===== src/rtl/lsu_wb.sv =====
// rtl/lsu_wb.sv - load/store unit bridging a pipeline request port to a Wishbone classic master
//
// Purpose: accepts one load or store at a time, checks natural alignment,
// runs a single Wishbone classic cycle with byte lanes derived from the
// address offset, and reports completion with load data or a fault cause.
//
// Ports:
//   clk_i, reset_i                 clock (rising edge), async active-high reset
//   valid_i / ready_o              request handshake (ready only when idle)
//   we_i, size_i, signed_i         store/load, access size, load sign extension
//   addr_i, dat_i                  byte address, right-justified store data
//   done_o, dat_o, fault_o, cause_o   one-cycle completion with result
//   wb_*                           Wishbone classic master interface

module lsu_wb #(
    parameter int XLEN = 64,
    parameter int TO_W = 8
) (
    input  logic              clk_i,
    input  logic              reset_i,
    input  logic              valid_i,
    output logic              ready_o,
    input  logic              we_i,
    input  logic [1:0]        size_i,
    input  logic              signed_i,
    input  logic [XLEN-1:0]   addr_i,
    input  logic [XLEN-1:0]   dat_i,
    output logic              done_o,
    output logic [XLEN-1:0]   dat_o,
    output logic              fault_o,
    output logic [1:0]        cause_o,
    output logic              wb_cyc_o,
    output logic              wb_stb_o,
    output logic              wb_we_o,
    output logic [XLEN-1:0]   wb_adr_o,
    output logic [XLEN-1:0]   wb_dat_o,
    output logic [XLEN/8-1:0] wb_sel_o,
    input  logic              wb_ack_i,
    input  logic              wb_err_i,
    input  logic [XLEN-1:0]   wb_dat_i
);

    localparam int NB   = XLEN / 8;
    localparam int OFFW = $clog2(NB);

    typedef enum logic [1:0] {S_IDLE, S_BUS, S_RESP} state_t;

    state_t            state_q, state_d;
    logic [TO_W-1:0]   cnt_q, cnt_d;
    logic              we_q, we_d;
    logic [1:0]        size_q, size_d;
    logic              signed_q, signed_d;
    logic [OFFW-1:0]   off_q, off_d;
    logic [XLEN-1:0]   adr_q, adr_d;
    logic [XLEN-1:0]   wdat_q, wdat_d;
    logic [NB-1:0]     sel_q, sel_d;
    logic [XLEN-1:0]   dat_q, dat_d;
    logic [1:0]        cause_q, cause_d;

    logic              misaligned;
    logic [OFFW-1:0]   off_n;
    logic [NB-1:0]     sel_n;
    int                nbytes;
    logic [XLEN-1:0]   shifted;
    logic [XLEN-1:0]   keep;
    logic              sbit;
    logic [XLEN-1:0]   load_val;

    always_ff @(posedge clk_i or posedge reset_i) begin
        if (reset_i) begin
            state_q  <= S_IDLE;
            cnt_q    <= '0;
            we_q     <= 1'b0;
            size_q   <= 2'b00;
            signed_q <= 1'b0;
            off_q    <= '0;
            adr_q    <= '0;
            wdat_q   <= '0;
            sel_q    <= '0;
            dat_q    <= '0;
            cause_q  <= 2'b00;
        end else begin
            state_q  <= state_d;
            cnt_q    <= cnt_d;
            we_q     <= we_d;
            size_q   <= size_d;
            signed_q <= signed_d;
            off_q    <= off_d;
            adr_q    <= adr_d;
            wdat_q   <= wdat_d;
            sel_q    <= sel_d;
            dat_q    <= dat_d;
            cause_q  <= cause_d;
        end
    end

    // Request decode: alignment check and byte-lane mask from the live inputs.
    always_comb begin
        off_n  = addr_i[OFFW-1:0];
        nbytes = 1 << size_i;
        case (size_i)
            2'b01:   misaligned = addr_i[0];
            2'b10:   misaligned = |addr_i[1:0];
            2'b11:   misaligned = (XLEN == 32) || (|addr_i[2:0]);
            default: misaligned = 1'b0;
        endcase
        for (int i = 0; i < NB; i++) begin
            sel_n[i] = (i >= int'(off_n)) && (i < int'(off_n) + nbytes);
        end
    end

    // Load result: shift the addressed lanes down, keep the access width,
    // and fill the upper bits with the sign bit when requested.
    always_comb begin
        shifted = wb_dat_i >> {off_q, 3'b000};
        case (size_q)
            2'b00:   begin keep = XLEN'(8'hFF);          sbit = shifted[7];  end
            2'b01:   begin keep = XLEN'(16'hFFFF);       sbit = shifted[15]; end
            2'b10:   begin keep = XLEN'(32'hFFFF_FFFF);  sbit = shifted[31]; end
            default: begin keep = '1;                    sbit = 1'b0;        end
        endcase
        load_val = (shifted & keep) | ({XLEN{signed_q & sbit}} & ~keep);
    end

    always_comb begin
        state_d  = state_q;
        cnt_d    = cnt_q;
        we_d     = we_q;
        size_d   = size_q;
        signed_d = signed_q;
        off_d    = off_q;
        adr_d    = adr_q;
        wdat_d   = wdat_q;
        sel_d    = sel_q;
        dat_d    = dat_q;
        cause_d  = cause_q;
        case (state_q)
            S_IDLE: begin
                if (valid_i) begin
                    dat_d = '0;
                    if (misaligned) begin
                        state_d = S_RESP;
                        cause_d = 2'b01;
                    end else begin
                        state_d  = S_BUS;
                        cause_d  = 2'b00;
                        cnt_d    = '0;
                        we_d     = we_i;
                        size_d   = size_i;
                        signed_d = signed_i;
                        off_d    = off_n;
                        adr_d    = {addr_i[XLEN-1:OFFW], {OFFW{1'b0}}};
                        wdat_d   = dat_i << {off_n, 3'b000};
                        sel_d    = sel_n;
                    end
                end
            end
            S_BUS: begin
                if (wb_err_i) begin
                    state_d = S_RESP;
                    cause_d = 2'b10;
                    dat_d   = '0;
                end else if (wb_ack_i) begin
                    state_d = S_RESP;
                    cause_d = 2'b00;
                    dat_d   = we_q ? '0 : load_val;
                end else if (cnt_q == {TO_W{1'b1}}) begin
                    state_d = S_RESP;
                    cause_d = 2'b11;
                    dat_d   = '0;
                end else begin
                    cnt_d = cnt_q + TO_W'(1);
                end
            end
            S_RESP: begin
                state_d = S_IDLE;
            end
            default: begin
                state_d = S_IDLE;
            end
        endcase
    end

    assign ready_o  = (state_q == S_IDLE);
    assign wb_cyc_o = (state_q == S_BUS);
    assign wb_stb_o = (state_q == S_BUS);
    assign wb_we_o  = (state_q == S_BUS) && we_q;
    assign wb_sel_o = (state_q == S_BUS) ? sel_q : '0;
    assign wb_adr_o = adr_q;
    assign wb_dat_o = wdat_q;
    assign done_o   = (state_q == S_RESP);
    assign cause_o  = (state_q == S_RESP) ? cause_q : 2'b00;
    assign fault_o  = (state_q == S_RESP) && (cause_q != 2'b00);
    assign dat_o    = dat_q;

endmodule


===== config.mk =====
export PLATFORM = sky130hd
export DESIGN_NAME = lsu_wb
export DESIGN_NICKNAME = d
export VERILOG_FILES = /design/src/rtl/lsu_wb.sv
export SDC_FILE = /design/constraint.sdc
export NUM_CORES = 1
export LEC_CHECK = 0
export ABC_CLOCK_PERIOD_IN_PS = 14400
export CORE_MARGIN = 2
export CORE_UTILIZATION = 50
export CTS_CLUSTER_DIAMETER = 60
export DETAILED_ROUTE_END_ITERATION = 16
export MAX_ROUTING_LAYER = met4
export PLACE_DENSITY = 0.92
export SETUP_SLACK_MARGIN = 0.5
export SKIP_CTS_REPAIR_TIMING = 1
export SLEW_MARGIN = 20
export SYNTH_ARGS = -nofsm -noshare
export SYNTH_HDL_FRONTEND = slang
export SYNTH_SLANG_ARGS = --single-unit

===== constraint.sdc =====
create_clock -name clk_i -period 14.4 [get_ports clk_i]
set_input_delay 2.16 -clock clk_i [delete_from_list [all_inputs] [get_ports clk_i]]
set_output_delay 2.16 -clock clk_i [all_outputs]
set_load 0.01 [all_outputs]

==> results.cfg <==
[route]
drt-total-wl_mm = 43.7
drc = 0
vias = 11945
drt-initial-drc-count = 1253
postRouteAntennaNets = 0
wire_per_inst_um = 22.3
viasPerCell = 6.11
first_pass_iters = 6

[sta]
setup_tns_ns = 0
slew_headroom_pct = 25.7
period_minus_slack_ns = 4.88
finalCritPeriodShare_pct = 33.9
clock_skew_ns = 0.0122
finalHoldViolations = 0
setup_violations = 0
rsz0062_at_grt = no
fin_ws_ns = 9.52
worst_pin_slew_ns = 1.11
final-max-slew-violation-count = 0
max_clock_freq_mhz = 205

[synthesis]
yosys-top-cells-area = dfrtp_1 (45%), nand2_1 (9.7%), mux4_2 (6.9%)
synth_top_area_share_pct = 44.6
ys_seq_elements = 216
yosys_warnings = 0
synth-seq-area-share_pct = 44.6
synth_cell_types = 67
ys.flop_type = dfrtp_1
avgSynthCellArea_um2 = 9.48
yosysTopAreaCell = dfrtp_1
synth-async-reset-ratio_pct = 100
netlist_instances = 1279
synth-edff-count = 0
synth_area_mm2 = 0.0121

[power_and_ir_drop]
intPower_uw = 1640
switchingPower_uw = 895
p_clk_share_pct = 26.0
total_power_uw = 2530
swShare_pct = 35.3
peakVddDrop_mv = 0.115
seqPwrFrac_pct = 33.3
p_comb_share_pct = 40.6
power_density_mw_per_mm2 = 149
power.leakage_uw = 0.00739

[flow_run]
max_cap_viol_count = 0

[grt]
antenna_found_initial = 4
grt_first_pass_wirelength_mm = 67.9
track_usage_pct = 34.6
gr-total-overflow = 0
first_global_vias = 11900
grt_max_degree = 150

[placed_design]
placed_cell_area_mm2 = 0.0162
dpl.hpwl_mm = 30.5
pre_cts_ws_ns = 9.05
gp_congestion = 0.992
io_buffers = 405

[floorplan]
die_w_um = 160
num_io_pins = 409
dieHeight_um = 160
core-area_mm2 = 0.0236
initial_core_util_pct = 51.3
die_area_mm2 = 0.0255
core.rowCount = 56

[cells_and_area]
post-route-cell-area_mm2 = 0.0170
drive_gt1_share_pct = 8.46
areaGrowthSynthToFinish_pct = 40.5
final_util_pct = 72.1
final_cell_mix = clkdlybuf4s50_1 (402), nand2_1 (312), dfrtp_1 (213)
fin_nets = 1819
layout.cells.most_common = clkdlybuf4s50_1

[cts]
cts_root_buffer = clkbuf_16
cts_buffers = 26
cts_tree = built
htree_num_levels = 1
clock_latency_ns = 0.52
clock_path_buffers = 3
clk_pin_slew_ns = 0.06
cts_num_sinks = 216

[critical_path]
crit_type = input pin to register
end_kind = register
cp.required_ns = 14.81
worstPathMaxFanout = 86
arrival_ns = 5.29
cp-startpoint = addr_i[1]
timing.rr.start = off_q[0]
worstSetupStartpointType = input pin

[hold_path]
worstHoldPathType = register to register
holdCritStartpoint = sel_q[3]

[status]
status = completed
## power by group through the flow
| stage | clock network [uW] | registers (uW) | logic, uW |
|---|---|---|---|
| floorplan | 0 | 893 | 487 |
| global placement | 0 | 846 | 978 |
| detailed placement | 0 | 849 | 1010 |
| CTS | 668 | 842 | 1020 |
| global route | 695 | 860 | 1090 |
| finish | 659 | 844 | 1030 |
## cells in the mapped netlist (8+ instances only)
cell and count:
a211o_1 9, a211oi_1 16, a21oi_1 59, a221o_1 17, a221oi_1 8, a22o_1 17, and2_1 17, buf_1 11
buf_2 34, buf_4 8, clkbuf_1 55, dfrtp_1 216, inv_1 13, mux2_1 10, mux2_2 24, mux2i_1 75
mux4_2 37, nand2_1 312, nand2b_1 14, nor2_1 93, nor3_1 8, o21a_1 17, o21ai_0 15, o21ai_1 53
o221ai_1 8, o22ai_1 24, o31ai_1 18
## state kept, by name, summed over array words and instances, names as in the netlist
register	cells
size_q	2
wb_dat_o	64
we_q	1
off_q	3
cnt_q	8
signed_q	1
dat_o	64
sel_q	8
cause_q	2
state_q	2
wb_adr_o	61
## layer usage
layer | track usage, % | up-vias | routed length [um]
met3 | 7.32 | 180 | 4290
met2 | 55.2 | 837 | 20900
met4 | 19.1 | 0 | 2920
li1 | - | 5193 | -
met5 | - | - | 0
met1 | 41.0 | 5735 | 15600
## kinds of logic after synthesis
group	count (synthesis)	synth area share [%]
and+or+nand+nor	487	17.1
AOI/OAI and AO/OA	290	16.3
DFF	216	44.6
muxes	146	16.2
buffers and inverters	128	4.87
xor gates and xnor gates	7	0.506
adders and majority gates	4	0.475
other	1	0.0309
## final timing paths
kind	slack [ns]	endpoint	depth (start not counted)
max reg2reg	11.21	dat_o[44]	7
max in group asynchronous	10.81	wb_dat_o[38]	3
min	0.47	sel_q[3]	2
max	9.52	wb_dat_o[18]	8
min reg2reg	0.47	sel_q[3]	2
min in group asynchronous	2.20	wb_adr_o[58]	2
## final cells by class
type / count / area, um^2
Clock inverter: 11 / 126
Timing Repair Buffer: 418 / 4140
Fill cell: 1596 / 6580
Sequential cell: 216 / 5410
Multi-Input combinational cell: 937 / 6150
Clock buffer: 34 / 732
Tap cell: 319 / 399
Antenna cell: 4 / 10.0
Inverter: 15 / 68.8
## metrics by stage
stage                     hold WS, ns  instances
after floorplan                 0.430       1281
after global placement          0.448       1905
after detailed placement        0.458       1905
after CTS                       0.472       1950
after global routing            0.489       1954
final                           0.468       1954
## worst max-delay path, cell delays in order
cell,delay (ns)
buf_2,0.08
buf_4,0.65
a21oi_1,0.13
o21ai_1,0.43
or2_4,0.69
buf_4,0.80
nand2_1,0.16
o31ai_1,0.12
(Power assumes the default switching activity.)
